[config.mk]
export PLATFORM = sky130hd
export DESIGN_NAME = rca_nibble_seq
export DESIGN_NICKNAME = d
export VERILOG_FILES = /design/src/rtl/rca_nibble_seq.sv
export SDC_FILE = /design/constraint.sdc
export NUM_CORES = 1
export LEC_CHECK = 0
export ABC_AREA = 1
export BUFFER_PORTS_ARGS = -buffer_cell sky130_fd_sc_hd__buf_2
export CORE_UTILIZATION = 51
export DETAILED_ROUTE_END_ITERATION = 6
export PLACE_DENSITY = 0.79
export SYNTH_ARGS = -nofsm -noshare
export SYNTH_HDL_FRONTEND = slang
export SYNTH_SLANG_ARGS = --single-unit
[constraint.sdc]
create_clock -name clk -period 1.7 [get_ports clk]
set_input_delay 0.34 -clock clk [delete_from_list [all_inputs] [get_ports clk]]
set_output_delay 0.34 -clock clk [all_outputs]
set_load 0.02 [all_outputs]
[src/rtl/rca_nibble_seq.sv]
// Wide adder sequencer: reuses one external 4-bit ripple-carry adder,
// processing one nibble per cycle, LSB nibble first, with carry chained in a register.
module rca_nibble_seq #(
    parameter int unsigned NIBBLES = 4
) (
    input  logic                   clk,
    input  logic                   rst_n,
    input  logic                   start,
    input  logic [4*NIBBLES-1:0]   a,
    input  logic [4*NIBBLES-1:0]   b,
    input  logic                   cin,
    output logic                   busy,
    output logic                   done,
    output logic [4*NIBBLES-1:0]   sum,
    output logic                   cout,
    output logic [3:0]             add_x,
    output logic [3:0]             add_y,
    output logic                   add_cin,
    input  logic [3:0]             add_sum,
    input  logic                   add_cout
);

    localparam int unsigned W  = 4 * NIBBLES;
    localparam int unsigned IW = (NIBBLES > 1) ? $clog2(NIBBLES) : 1;

    typedef enum logic [1:0] {
        IDLE = 2'd0,
        RUN  = 2'd1,
        DONE = 2'd2
    } state_t;

    state_t          state_q, state_d;
    logic [W-1:0]    a_q, a_d;
    logic [W-1:0]    b_q, b_d;
    logic [W-1:0]    sum_q, sum_d;
    logic            carry_q, carry_d;
    logic            cout_q, cout_d;
    logic [IW-1:0]   idx_q, idx_d;

    always_ff @(posedge clk or negedge rst_n) begin
        if (!rst_n) begin
            state_q <= IDLE;
            a_q     <= '0;
            b_q     <= '0;
            sum_q   <= '0;
            carry_q <= 1'b0;
            cout_q  <= 1'b0;
            idx_q   <= '0;
        end else begin
            state_q <= state_d;
            a_q     <= a_d;
            b_q     <= b_d;
            sum_q   <= sum_d;
            carry_q <= carry_d;
            cout_q  <= cout_d;
            idx_q   <= idx_d;
        end
    end

    always_comb begin
        state_d = state_q;
        a_d     = a_q;
        b_d     = b_q;
        sum_d   = sum_q;
        carry_d = carry_q;
        cout_d  = cout_q;
        idx_d   = idx_q;
        add_x   = '0;
        add_y   = '0;
        add_cin = 1'b0;

        unique case (state_q)
            IDLE, DONE: begin
                // DONE accepts start exactly like IDLE so results can stream back-to-back
                if (start) begin
                    a_d     = a;
                    b_d     = b;
                    carry_d = cin;
                    idx_d   = '0;
                    state_d = RUN;
                end else begin
                    state_d = IDLE;
                end
            end
            RUN: begin
                // Compare-based nibble mux keeps index widths exact for every NIBBLES value
                for (int unsigned n = 0; n < NIBBLES; n++) begin
                    if (idx_q == IW'(n)) begin
                        add_x            = a_q[4*n +: 4];
                        add_y            = b_q[4*n +: 4];
                        sum_d[4*n +: 4]  = add_sum;
                    end
                end
                add_cin = carry_q;
                carry_d = add_cout;
                if (idx_q == IW'(NIBBLES - 1)) begin
                    cout_d  = add_cout;
                    idx_d   = '0;
                    state_d = DONE;
                end else begin
                    idx_d = idx_q + 1'b1;
                end
            end
            default: state_d = IDLE;
        endcase
    end

    assign busy = (state_q == RUN);
    assign done = (state_q == DONE);
    assign sum  = sum_q;
    assign cout = cout_q;

endmodule

==> summary.md <==
| Metric | Value |
|---|---|
| Worst-Skew Late Latency | 0.30 ns |
| Seq pwr share | 34.7% |
| Cell with the most instances after synthesis | nand2_1 |
| Cts bufs inserted | 5 |
| Worst path required time | 1.36 ns |
| Drt wl/cell | 14.3 um |
| Switching Fraction | 44.5% |
| Fmax | 507 MHz |
| DRC violation count after routing | 7 |
| LEAKAGE | 1.77 nW |
| Clock-pin slew on the worst setup and hold paths | 0.09 ns |
| Post-detailed-route count of antenna-violating nets | 0 |
| Vias per cell | 5.31 |
| Placed cell area | 2890 um2 |
| RSZ-0062 raised after global routing | yes |
| HP Class | in -> async |
| Setup CP Type | reg -> out |
| # diodes | 0 |
| Avg Cell Area, Syn | 8.09 um2 |
| Area Growth Syn to Fin | 32.7% |
| Final clock skew | 0.00588 ns |
| Die H | 71.2 um |
| Total GRT Usage | 25.6% |
| CP arrival | 1.63 ns |
| PnR Total Power | 6.73 mW |
| Max IR drop VDD | 0.000976 V |
| Post-synth top cells | nand2_1, dfrtp_1, nand3_1 |
| Top Ports | 69 |
| Outcome | finished, violations left |
| GP Congestion | 0.749 |
| Synth top area cells | dfrtp_1, nand2_1, nand3_1, o21ai_0, nor2_1 |
| Vias | 2294 |
| DP HPWL | 3.78 mm |
| Core Util, Final | 72.5% |
| First-pass GRT wire length | 10.1 mm |
| Max Cap Violations | 0 |
| PortBufs | 68 |
| Overflow after GRT | 0 |
| Largest fanout on the critical path | 4 |
| Fin worst setup slack | -0.274 ns |
| Starting Density | 54.6% |
| Die Width | 71.2 um |
| DR pass1 iterations | 7 |
| Std cell rows | 24 |
| Synth Warn # | 0 |
| Number of synthesized register bits | 54 |
| Post-synth EDFFs | 0 |
| Largest area contributor in the netlist | dfrtp_1 |
| Post-layout minimum cycle time | 1.97 ns |
| Initial antenna violation count | 0 |
| Share of cells above drive strength 1 | 32.6% |
| Post-synthesis sequential area ratio | 55.3% |
| Logic pwr share | 54.4% |
| Predominant post-synthesis flop cell | dfrtp_1 |
| Failing checks | DRC, setup timing |
| Pwr per Cell Area | 2070 nW/um2 |
| Syn Inst Count | 302 |
| Clock tree buffer depth | 2 |
| Worst slew margin | 76.6% |
| Internal | 3.74 mW |
| Post-synth net total | 347 |
| CTS tree | yes |
| Crit end category | output port |
| Fin crit share | 116% |
| Switching Power | 2.99 mW |
| Worst Tran Pin Value | 0.351 ns |
| Worst reg2reg setup slack | 0.10 ns |
| NumNets Final | 424 |
| Post-synth top area share | 55.3% |
| DRT iter0 DRCs | 192 |
| Pin count of the biggest net entering global routing | 55 |
| Core area | 4470 um2 |
| Die area | 5070 um2 |
| Post-Route WL | 6.18 mm |
| Count of final setup violators | 8 |
| Slew Limit Fails | 0 |
| Final number of hold-violating endpoints | 0 |
| H-tree lvl count | 2 |
| Clock power frac | 10.9% |
| Cell area after layout | 3240 um2 |
| Post-Syn Area | 2440 um2 |
| Async S/R FF share, synth | 100% |
| Startpoint types | register |
| Sink Count | 54 |
| Post-synth cell types | 16 |
| Root Buffer | clkbuf_8 |
| Vias in the first global route | 2255 |
-- final timing paths --
check	startpoint	endpoint	depth (start not counted)
max in group asynchronous	rst_n	idx_q[0]	2
hold / removal	rst_n	sum[7]	2
hold reg to reg	b_q[3]	b_q[3]	2
min in group clk	b[2]	b_q[2]	3
setup / recovery	idx_q[1]	add_x[3]	8
setup reg to reg	state_q[0]	idx_q[0]	6
-- metal layers --
metal  track usage (%)  share of wire [%]
met5                 0                  0
met4              11.3                1.9
met3              4.50                6.2
met2              42.3                 50
met1              33.3                 41
-- power by group through the flow --
stage	registers, mW	logic, mW	clock network, mW
final	2.33	3.66	0.731
after global routing	2.41	4.01	0.790
after global placement	2.25	2.81	0
after detailed placement	2.28	2.89	0
after floorplan	2.45	1.70	0
after CTS	2.30	3.36	0.736
-- kinds of logic (layout without fill, tap and decap cells) --
logic type | count (synthesis) | count (layout) | share of synthesized area (%)
and+or+nand+nor | 188 | 188 | 31.6
DFF | 54 | 54 | 55.3
buffers and inverters | 29 | 107 | 4.76
AOI/OAI and AO/OA | 27 | 27 | 6.30
adders and majority gates | 4 | 4 | 2.05
-- cell usage in the layout, fill, tap and decap left out --
master     Yosys  routed
dfrtp_2        0       2
dfrtp_1       54      52
a21oi_1        8       1
ha_4           0       4
nand2_1      123     120
nor2_2         0       2
clkbuf_1       7       1
a21oi_2        0       5
buf_2          6      60
o21ai_2        5       5
buf_4          0      10
inv_1         13       8
clkbuf_16      0       1
clkbuf_8       0       6
buf_12         0       3
a21oi_4        0       2
inv_4          0       4
buf_6          0      10
nand2_2        1       4
nor2_1        18      16
inv_2          1       2
clkinv_2       0       2
o21ai_0       14      14
nor2_4         1       1
nand3_4        0       1
nand3_1       45      44
-- cell type report --
class	instances	area (um2)
clock inverters	1	5.00
flip-flops and latches	54	1350
clock buffers	7	86.3
multi-input cells	219	1090
inverters	15	67.6
well taps	52	65.1
fillers	353	1230
repair buffers	84	573
-- registers in the layout, summed over array words and instances (netlist names) --
name / count
cout: 1
idx_q: 2
a_q: 16
state_q: 2
b_q: 16
sum: 16
carry_q: 1
-- worst max-delay path, stage by stage, from the launching register on --
cell	delay [ns]
dfrtp_2	0.46
inv_4	0.07
ha_4	0.19
clkbuf_16	0.16
a21oi_4	0.11
nand2_1	0.07
nand2_1	0.07
nand2_1	0.07
buf_6	0.13
-- per-stage QoR --
step	setup WS [ns]	TNS [ns]	cells	hold slack [ns]
floorplan	0.0783	0	302	0.0444
global placement	0.0547	0	420	0.355
global route	-0.342	-2.58	432	0.0465
CTS	-0.230	-1.73	431	0.0285
detailed placement	0.00122	0	420	0.352
finish	-0.274	-2.00	432	0.0170
-- repair_timing --
item / CTS / global route
pin swaps: 3 / 11
resized for setup: 46 / 15
endpoints found under the setup margin: 8 / 8
hold buffers: 0 / 0
buffers inserted: 2 / 0
hold endpoints to repair: 0 / 0
gates cloned: 1 / 1
Power figures use the tool's default switching activity.
